[src/rtl/stream_mux_nto1_if.sv]
// Handshake bundle for the N-to-1 stream selector: NUM_IN producer channels
// feeding one registered output toward a single shared consumer.
interface stream_mux_nto1_if #(
    parameter int WIDTH  = 32,
    parameter int NUM_IN = 32,
    parameter int SEL_W  = 5
);
    logic [NUM_IN*WIDTH-1:0] in_data;
    logic [NUM_IN-1:0]       in_valid;
    logic [NUM_IN-1:0]       in_ready;
    logic [SEL_W-1:0]        sel;
    logic [WIDTH-1:0]        out_data;
    logic                    out_valid;
    logic                    out_ready;
    logic [SEL_W-1:0]        grant;

    // Environment side: producers, address source and consumer
    modport master (
        output in_data, in_valid, sel, out_ready,
        input  in_ready, out_data, out_valid, grant
    );

    // Selector side
    modport slave (
        input  in_data, in_valid, sel, out_ready,
        output in_ready, out_data, out_valid, grant
    );
endinterface

[src/rtl/stream_mux_nto1.sv]
// Registered N-to-1 word selector with valid/ready on every channel.
// MODE 0 picks the channel addressed by sel; MODE 1 arbitrates round-robin
// over the valid channels. One output register gives full throughput.
module stream_mux_nto1 #(
    parameter int WIDTH  = 32,
    parameter int NUM_IN = 32,
    parameter int SEL_W  = 5,
    parameter int MODE   = 0
) (
    input logic              clk,
    input logic              rst_n,
    stream_mux_nto1_if.slave bus
);
    localparam logic [SEL_W:0]   N_EXT = (SEL_W+1)'(NUM_IN);
    localparam logic [SEL_W-1:0] LAST  = SEL_W'(NUM_IN - 1);

    logic [SEL_W-1:0]  ptr;
    logic [SEL_W-1:0]  rr_win;
    logic              rr_found;
    logic              addr_ok;
    logic [SEL_W-1:0]  win;
    logic              win_ok;
    logic [NUM_IN-1:0] win_onehot;
    logic              win_valid;
    logic              can_accept;
    logic              xfer;
    logic [WIDTH-1:0]  win_data;

    logic              valid_q;
    logic [WIDTH-1:0]  data_q;
    logic [SEL_W-1:0]  grant_q;

    // Round-robin search: first valid channel after ptr, wrapping at NUM_IN-1
    always_comb begin
        logic [SEL_W:0] idx;
        idx      = '0;
        rr_found = 1'b0;
        rr_win   = '0;
        // One extra index bit keeps ptr+i from overflowing before the wrap
        for (int unsigned i = 1; i <= NUM_IN; i++) begin
            idx = {1'b0, ptr} + (SEL_W+1)'(i);
            if (idx >= N_EXT)
                idx = idx - N_EXT;
            if (!rr_found && (|(bus.in_valid & (NUM_IN'(1) << idx)))) begin
                rr_found = 1'b1;
                rr_win   = idx[SEL_W-1:0];
            end
        end
    end

    // Winner selection, handshake and transfer qualification
    always_comb begin
        addr_ok    = ({1'b0, bus.sel} < N_EXT);
        win        = (MODE == 1) ? rr_win   : bus.sel;
        win_ok     = (MODE == 1) ? rr_found : addr_ok;
        win_onehot = NUM_IN'(1) << win;
        win_valid  = |(bus.in_valid & win_onehot);
        can_accept = !valid_q || bus.out_ready;
        xfer       = can_accept && win_ok && win_valid;
        bus.in_ready = (can_accept && win_ok) ? win_onehot : '0;
    end

    // Data path mux for the winning channel
    always_comb begin
        win_data = '0;
        for (int unsigned k = 0; k < NUM_IN; k++) begin
            if (win == SEL_W'(k))
                win_data = bus.in_data[k*WIDTH +: WIDTH];
        end
    end

    // Output register and round-robin pointer; drain keeps data/grant
    always_ff @(posedge clk or negedge rst_n) begin
        if (!rst_n) begin
            valid_q <= 1'b0;
            data_q  <= '0;
            grant_q <= '0;
            ptr     <= LAST;
        end else if (xfer) begin
            valid_q <= 1'b1;
            data_q  <= win_data;
            grant_q <= win;
            ptr     <= win;
        end else if (bus.out_ready) begin
            valid_q <= 1'b0;
        end
    end

    assign bus.out_valid = valid_q;
    assign bus.out_data  = data_q;
    assign bus.grant     = grant_q;
endmodule

[src/flat_wrapper.sv]
// flat-port wrapper written by rule: the top's interface ports become plain ports
module stream_mux_nto1_flat 
#(
    parameter int WIDTH  = 32,
    parameter int NUM_IN = 32,
    parameter int SEL_W  = 5,
    parameter int MODE   = 0
)
  (clk, rst_n, bus_in_data, bus_in_valid, bus_sel, bus_out_ready, bus_in_ready, bus_out_data, bus_out_valid, bus_grant);
  stream_mux_nto1_if #(.WIDTH(WIDTH), .NUM_IN(NUM_IN), .SEL_W(SEL_W)) bus_i ();
  input logic clk;
  input logic rst_n;
  input wire logic [$bits(bus_i.in_data)-1:0] bus_in_data;
  input wire logic [$bits(bus_i.in_valid)-1:0] bus_in_valid;
  input wire logic [$bits(bus_i.sel)-1:0] bus_sel;
  input wire logic [$bits(bus_i.out_ready)-1:0] bus_out_ready;
  output wire logic [$bits(bus_i.in_ready)-1:0] bus_in_ready;
  output wire logic [$bits(bus_i.out_data)-1:0] bus_out_data;
  output wire logic [$bits(bus_i.out_valid)-1:0] bus_out_valid;
  output wire logic [$bits(bus_i.grant)-1:0] bus_grant;
  assign bus_i.in_data = bus_in_data;
  assign bus_i.in_valid = bus_in_valid;
  assign bus_i.sel = bus_sel;
  assign bus_i.out_ready = bus_out_ready;
  assign bus_in_ready = bus_i.in_ready;
  assign bus_out_data = bus_i.out_data;
  assign bus_out_valid = bus_i.out_valid;
  assign bus_grant = bus_i.grant;
  stream_mux_nto1 #(.WIDTH(WIDTH), .NUM_IN(NUM_IN), .SEL_W(SEL_W), .MODE(MODE)) u_core (.clk(clk), .rst_n(rst_n), .bus(bus_i));
endmodule
[config.mk]
export PLATFORM = sky130hd
export DESIGN_NAME = stream_mux_nto1_flat
export DESIGN_NICKNAME = d
export VERILOG_FILES = /design/src/rtl/stream_mux_nto1_if.sv /design/src/rtl/stream_mux_nto1.sv /design/src/flat_wrapper.sv
export SDC_FILE = /design/constraint.sdc
export NUM_CORES = 1
export LEC_CHECK = 0
export ABC_CLOCK_PERIOD_IN_PS = 4300
export BUFFER_PORTS_ARGS = -buffer_cell sky130_fd_sc_hd__buf_2
export CORE_AREA = 2 2 438 440
export DETAILED_ROUTE_END_ITERATION = 12
export DIE_AREA = 0 0 440 442
export HOLD_SLACK_MARGIN = 0.15
export PLACE_DENSITY = 0.3
export SETUP_SLACK_MARGIN = 0.1
export SLEW_MARGIN = 25
export SYNTH_ARGS = -nofsm -noshare
export SYNTH_HDL_FRONTEND = slang
export SYNTH_SLANG_ARGS = --single-unit
[constraint.sdc]
create_clock -name clk -period 4.3 [get_ports clk]
set_clock_uncertainty 0.05 [all_clocks]
set_input_delay 0.86 -clock clk [delete_from_list [all_inputs] [get_ports clk]]
set_output_delay 0.86 -clock clk [all_outputs]
set_load 0.05 [all_outputs]
-- After elaboration in Yosys (flattened, before gate mapping)
Index checks and enable logic that the tools add are counted.
- bits in registers: 38
- latch bits: 0
- bits in writable memories: 0
- bits in read-only memories: 0
- input bits: 1064
- output and inout bits: 70
- word-level logic and storage cells: 77
- memories kept: 0
- add/sub/neg operators: 0
- $mul: 0
- div/mod/pow operators: 0
- $lt $le $gt $ge: 0
- eq/ne operators: 31
- shift operators: 1
- muxes and demuxes: 35
- bitwise logic cells: 1
- reduce and logical (&&, ||, !) cells: 6
- operators with widths (kind ; count):
    $mux W32 ; 33
    $eq A5 B5 Y1 const B ; 16
    $eq A5 B4 Y1 const B ; 8
    $and A32 B32 Y32 ; 1
    $reduce_or A32 Y1 ; 1
    $shl A1 B5 Y32 const A ; 1
    $eq A5 B3 Y1 const B ; 4
    $eq A5 B2 Y1 const B ; 2
    $eq A5 B1 Y1 const B ; 1
    $logic_not A5 Y1 ; 1
    $mux W1 ; 2
    $reduce_bool A2 Y1 ; 1
    $logic_and A1 B1 Y1 ; 1
    $logic_not A1 Y1 ; 1
    $logic_or A1 B1 Y1 ; 1

-- Depth between registers and ports, before layout
- word-level depth: 33
- gate-level depth with buffers: 13
- gate-level depth less buffers: 7

-- Worst setup path after synthesis
Ideal clock, no wire load.
- kind: input-to-output
- start: in bus_sel[2]
- end: out bus_in_ready[0]
- arrival time: 2676 ps
- data required time: 3390 ps
- slack: 714 ps
- stages on the path: 5
- path buffers: 3
- cell sequence: buf_6 > buf_6 > or3_1 > buf_2 > nor3_1
- cells in the longest elaborated chain, start to end: 2
- ends and longest elaborated chain (what ; line ; text):
    start: declaration ; flat_wrapper.sv:15 ; input wire logic [$bits(bus_i.sel)-1:0] bus_sel;
    $shl A1 B5 Y32 ; stream_mux_nto1.sv:56 ; win_onehot = NUM_IN'(1) << win;
    $mux W32 ; stream_mux_nto1.sv:60 ; bus.in_ready = (can_accept && win_ok) ? win_onehot : '0;
    end: declaration ; flat_wrapper.sv:17 ; output wire logic [$bits(bus_i.in_ready)-1:0] bus_in_ready;
Every way passes these cells.

-- Worst setup path after layout
- start: in bus_sel[3]
- end: reg u_core.data_q[22], in the netlist u_core.bus.out_data[22]
- cells in the longest elaborated chain, start to end: 33
- elaborated cells between the ends (all ways): 68
- those cells by class: eq/ne: 31; shift: 1; mux: 32; bitwise: 1; reduce/logical: 3
- ends and longest elaborated chain (what ; line ; text):
    $logic_not A5 Y1 ; stream_mux_nto1.sv:67 ; if (win == SEL_W'(k))
    $mux W32 (32 in a row) ; stream_mux_nto1.sv:67 ;
    end signal: assignment ; stream_mux_nto1.sv:81 ; data_q <= win_data;
    end: declaration ; stream_mux_nto1.sv:30 ; logic [WIDTH-1:0] data_q;
Parallel ways exist; a longest one is shown, timed or not.
A chain may end at the register's enable or synchronous reset.

==> out/qor_table.md <==
| Group | Item | Value |
| --- | --- | --- |
| outcome | Outcome | completed |
| clock network | Post-CTS Repair Setup Buffers | 0 |
| logic synthesis | Most frequently used flop master after synthesis | sky130_fd_sc_hd__dfrtp_1 |
| global route | Antenna violations before repair | 156 |
| floorplan | Initial core utilization | 5.52% |
| logic synthesis | Number of instances in the synthesized netlist | 1,647 |
| floorplan | Core outline area | 0.190 mm2 |
| power and ir drop | Total power density per cell area | 192 mW/mm2 |
| placement | Port Buf Inserts | 1,133 |
| clock network | Clock insertion delay at the later pin of the skew report | 320 ps |
| clock network | Buffers from clock root to sink, at most | 2 |
| logic synthesis | Post-synth top cells | sky130_fd_sc_hd__nor2_1, sky130_fd_sc_hd__a21oi_1, sky130_fd_sc_hd__a22oi_1 |
| global route | Maximum number of pins on one net before global-route repair | 47 |
| logic synthesis | Multiplexer share of the synthesized area | 2.62% |
| cells and area | Share of cells above drive strength 1 | 52.6% |
| logic synthesis | Post-synthesis simple-gate area fraction | 27.0% |
| sta | Hold Fails Final Rpt | 0 |
| cells and area | Fill cells | 22,400 |
| power and ir drop | Post-layout power | 4.27 mW |
| floorplan | Vertical die dimension | 442 um |
| global route | First-pass GRT wire length | 275 mm |
| global route | Via count of the first global-routing pass | 22,000 |
| routing | Number of antenna-violating nets in the routed design | 0 |
| critical path | Slowest-stage cell, CP | sky130_fd_sc_hd__o31ai_1 |
| cells and area | Signed area change from the synthesized netlist to the final layout | 112% |
| logic synthesis | Asr flop ratio synth | 100% |
| clock network | Clk sinks | 38 |
| sta | Rel. slew slack | 29.8% |
| clock network | CTS tree | done |
| worst hold path | Worst min-delay path category | flip-flop to flip-flop |
| critical path | Buffers plus inverters on the worst setup path | 3 |
| critical path | Sequence of cells on the critical path | buf_4, buf_12, and3b_1, nand2_1, buf_12, nand2_1, a21oi_1, nand3_1, o31ai_1, a21oi_1 |
| routing | Drc violations | 0 |
| logic synthesis | Number of synthesized register bits | 38 |
| flow run | MaxCap Viol Count | 0 |
| logic synthesis | Yosys top cell area share | 10.1% |
| logic synthesis | Biggest area consumer among synthesized cells | sky130_fd_sc_hd__a22oi_1 |
| logic synthesis | Netlist area before placement | 0.0105 mm2 |
| placement | Area of placed instances | 0.0219 mm2 |
| sta | Clock period minus worst slack | 4280 ps |
| critical path | Crit. End Element | flip-flop |
| logic synthesis | Cell with the most instances after synthesis | sky130_fd_sc_hd__nor2_1 |
| floorplan | I/O pin total | 1,134 |
| logic synthesis | Sequential cell area fraction in the yosys report | 9.08% |
| routing | Iter 0 DRT Violations | 2,092 |
| logic synthesis | Number of distinct library cells after synthesis | 82 |
| routing | Wirelength per Cell | 41.3 um |
| logic synthesis | EDFF count, synth | 0 |
| sta | Post-route fraction of the period consumed by the critical path | 99.6% |
| sta | Maximum frequency from static timing analysis | 234 MHz |
| critical path | Data required time of the worst path | 4410 ps |
| floorplan | Die area | 0.194 mm2 |
| routing | Vias after detailed routing | 21,900 |
| cells and area | Total number of nets in the final design | 3,994 |
| clock network | CTS hold repair buffers | 0 |
| logic synthesis | Mapped Avg Cell Area | 6.36 um2 |
| cells and area | Layout Cell Area excl Fill | 0.0222 mm2 |
| routing | Vias per inst | 3.99 |
| power and ir drop | Max VDD drop | 0.140 mV |
| critical path | Maximum fanout along the worst path | 46 |
| sta | Worst slew pin tran | 1050 ps |
| placement | Detailed placer's ending HPWL | 204 mm |
| global route | Global-route total usage across every layer | 22.2% |
| sta | RSZ-0062 raised after global routing | no |
| sta | Hold Slack | 435 ps |
| logic synthesis | Xor-xnor portion of the synthesized cell area | 0.0837% |
| clock network | Number of buffers inserted during clock tree synthesis | 5 |
| logic synthesis | Largest family of logic cells by synthesized area | compound AO/OA/AOI/OAI gates |
| sta | Final-layout setup total negative slack | 0 ps |
| power and ir drop | P_leak | 9.64 nW |
| critical path | Data arrival time at the worst-slack endpoint | 4400 ps |
| critical path | Critical path class | input port to flip-flop |
| routing | Detailed-route wire length | 226 mm |
| logic synthesis | Synth Area in Adders | 0% |
| critical path | Worst Setup Start Kind | input port |
| clock network | Buffer cell driving the clock tree root | sky130_fd_sc_hd__clkbuf_16 |
| global route | GR Overflow Total | 0 |
| clock network | Level count of the clock H-tree | 2 |
| logic synthesis | Cell types occupying the most area after synthesis | sky130_fd_sc_hd__a22oi_1, sky130_fd_sc_hd__dfrtp_1, sky130_fd_sc_hd__a21oi_1, sky130_fd_sc_hd__o22ai_1, sky130_fd_sc_hd__nor2_1 |
| clock network | Worst-path clk slew | 80 ps |
| floorplan | Number of rows in the core area | 160 |
| sta | Slew Limit Fails | 0 |
| logic synthesis | Number of warnings issued by yosys | 0 |
| floorplan | Horizontal die dimension | 440 um |
| critical path | Delay contributed by the slowest stage of the critical path | 930 ps |
| sta | Number of endpoints failing setup at the final stage | 0 |
| placement | GP Congestion | 0.910 |
| logic synthesis | Syn Nets | 2,711 |
| routing | Detailed-routing iteration count for the pre-antenna-repair pass | 7 |
| critical path | Dominant delay contributor by cell family on the critical path | simple AND/OR/NAND/NOR gates |
| logic synthesis | Synthesized-area fraction occupied by ao, oa, aoi and oai cells | 53.4% |
registers in the layout (all words and copies together), names as in the netlist:
name                  flops
u_core.bus.out_data      32
u_core.bus.grant          5
u_core.bus.out_valid      1
through the flow:
step | cells | util, % | setup slack [ps]
after floorplan | 1647 | - | 714
after global placement | 5434 | 11.6 | -549
after detailed placement | 5434 | 11.6 | -518
after CTS | 5442 | 11.6 | 127
after global routing | 5461 | 11.7 | 102
final | 5485 | 11.7 | 17.6
layout make-up:
class                           instances  area, um2  share of cell area, %
Timing Repair Buffer                 1449       8850                   39.9
Multi-Input combinational cell       1425       8960                   40.4
Antenna cell                           43        108                  0.485
Sequential cell                        38        951                   4.28
Clock inverter                          1       5.00                 0.0225
Tap cell                             2511       3140                   14.2
Clock buffer                            7        143                  0.643
Inverter                               11       41.3                  0.186
per-layer routing:
| metal | vias to the layer above | global-route usage (%) | part of all wire, % |
|---|---|---|---|
| met2 | 1293 | 41.5 | 52 |
| met5 | - | 0 | 0.17 |
| met1 | 11000 | 26.9 | 40 |
| met4 | 60 | 4.88 | 2.8 |
| met3 | 304 | 2.63 | 4.9 |
| li1 | 9202 | - | - |
cell usage in the layout (no fill, tap or decap), types with 15 or more instances in the layout:
| cell | netlist | final |
|---|---|---|
| sky130_fd_sc_hd__mux2i_1 | 24 | 24 |
| sky130_fd_sc_hd__o211ai_1 | 19 | 19 |
| sky130_fd_sc_hd__diode_2 | 0 | 43 |
| sky130_fd_sc_hd__o21ai_1 | 14 | 15 |
| sky130_fd_sc_hd__a21oi_1 | 155 | 155 |
| sky130_fd_sc_hd__nor2_1 | 186 | 160 |
| sky130_fd_sc_hd__or3_1 | 19 | 19 |
| sky130_fd_sc_hd__nor2_2 | 6 | 22 |
| sky130_fd_sc_hd__and3_1 | 27 | 26 |
| sky130_fd_sc_hd__a22o_1 | 15 | 15 |
| sky130_fd_sc_hd__a22oi_1 | 141 | 141 |
| sky130_fd_sc_hd__buf_12 | 0 | 58 |
| sky130_fd_sc_hd__nand2_1 | 132 | 127 |
| sky130_fd_sc_hd__o22ai_1 | 121 | 121 |
| sky130_fd_sc_hd__buf_2 | 53 | 1103 |
| sky130_fd_sc_hd__dfrtp_1 | 38 | 38 |
| sky130_fd_sc_hd__a31oi_1 | 24 | 23 |
| sky130_fd_sc_hd__o31ai_1 | 16 | 16 |
| sky130_fd_sc_hd__a211oi_1 | 25 | 25 |
| sky130_fd_sc_hd__nor3_1 | 27 | 27 |
| sky130_fd_sc_hd__buf_4 | 3 | 286 |
| sky130_fd_sc_hd__a221oi_1 | 20 | 19 |
| sky130_fd_sc_hd__o21ai_0 | 121 | 119 |
| sky130_fd_sc_hd__nand3_1 | 55 | 55 |
| sky130_fd_sc_hd__o221ai_1 | 25 | 25 |
logic make-up after synthesis:
| group | after synthesis |
|---|---|
| compound gates | 827 |
| simple gates | 570 |
| buf+inv | 184 |
| flops | 38 |
| mux | 27 |
| xor+xnor | 1 |
final timing paths:
path | from | depth (start not counted) | slack, ps | endpoint
worst max-delay path | bus_sel[3] | 10 | 20 | u_core.bus.out_data[22]
worst min-delay path | u_core.bus.out_data[18] | 2 | 430 | u_core.bus.out_data[18]
worst max register to register | u_core.bus.out_valid | 5 | 1940 | u_core.bus.out_data[6]
worst min register to register | u_core.bus.out_data[18] | 2 | 430 | u_core.bus.out_data[18]
max in group asynchronous | rst_n | 1 | 3160 | u_core.bus.out_data[28]
min in group asynchronous | rst_n | 1 | 560 | u_core.bus.out_data[1]
worst reg2reg max path: cells and delay by family, from the launching register on:
kind / cells / cell delay, ps
compound gates: 3 / 780
buf+inv: 1 / 220
flops: 1 / 410
simple gates: 1 / 810
timing repair:
action | in CTS | in global routing
resized for setup | 1 | 4
endpoints found under the setup margin | 3 | 4
hold endpoints to repair | 0 | 0
report_power, final:
| part | total, mW | internal, mW | switching (mW) |
|---|---|---|---|
| registers | 0.650 | 0.506 | 0.144 |
| logic | 3.16 | 0.993 | 2.17 |
| clock network | 0.457 | 0.233 | 0.224 |
Power figures use the tool's default switching activity.
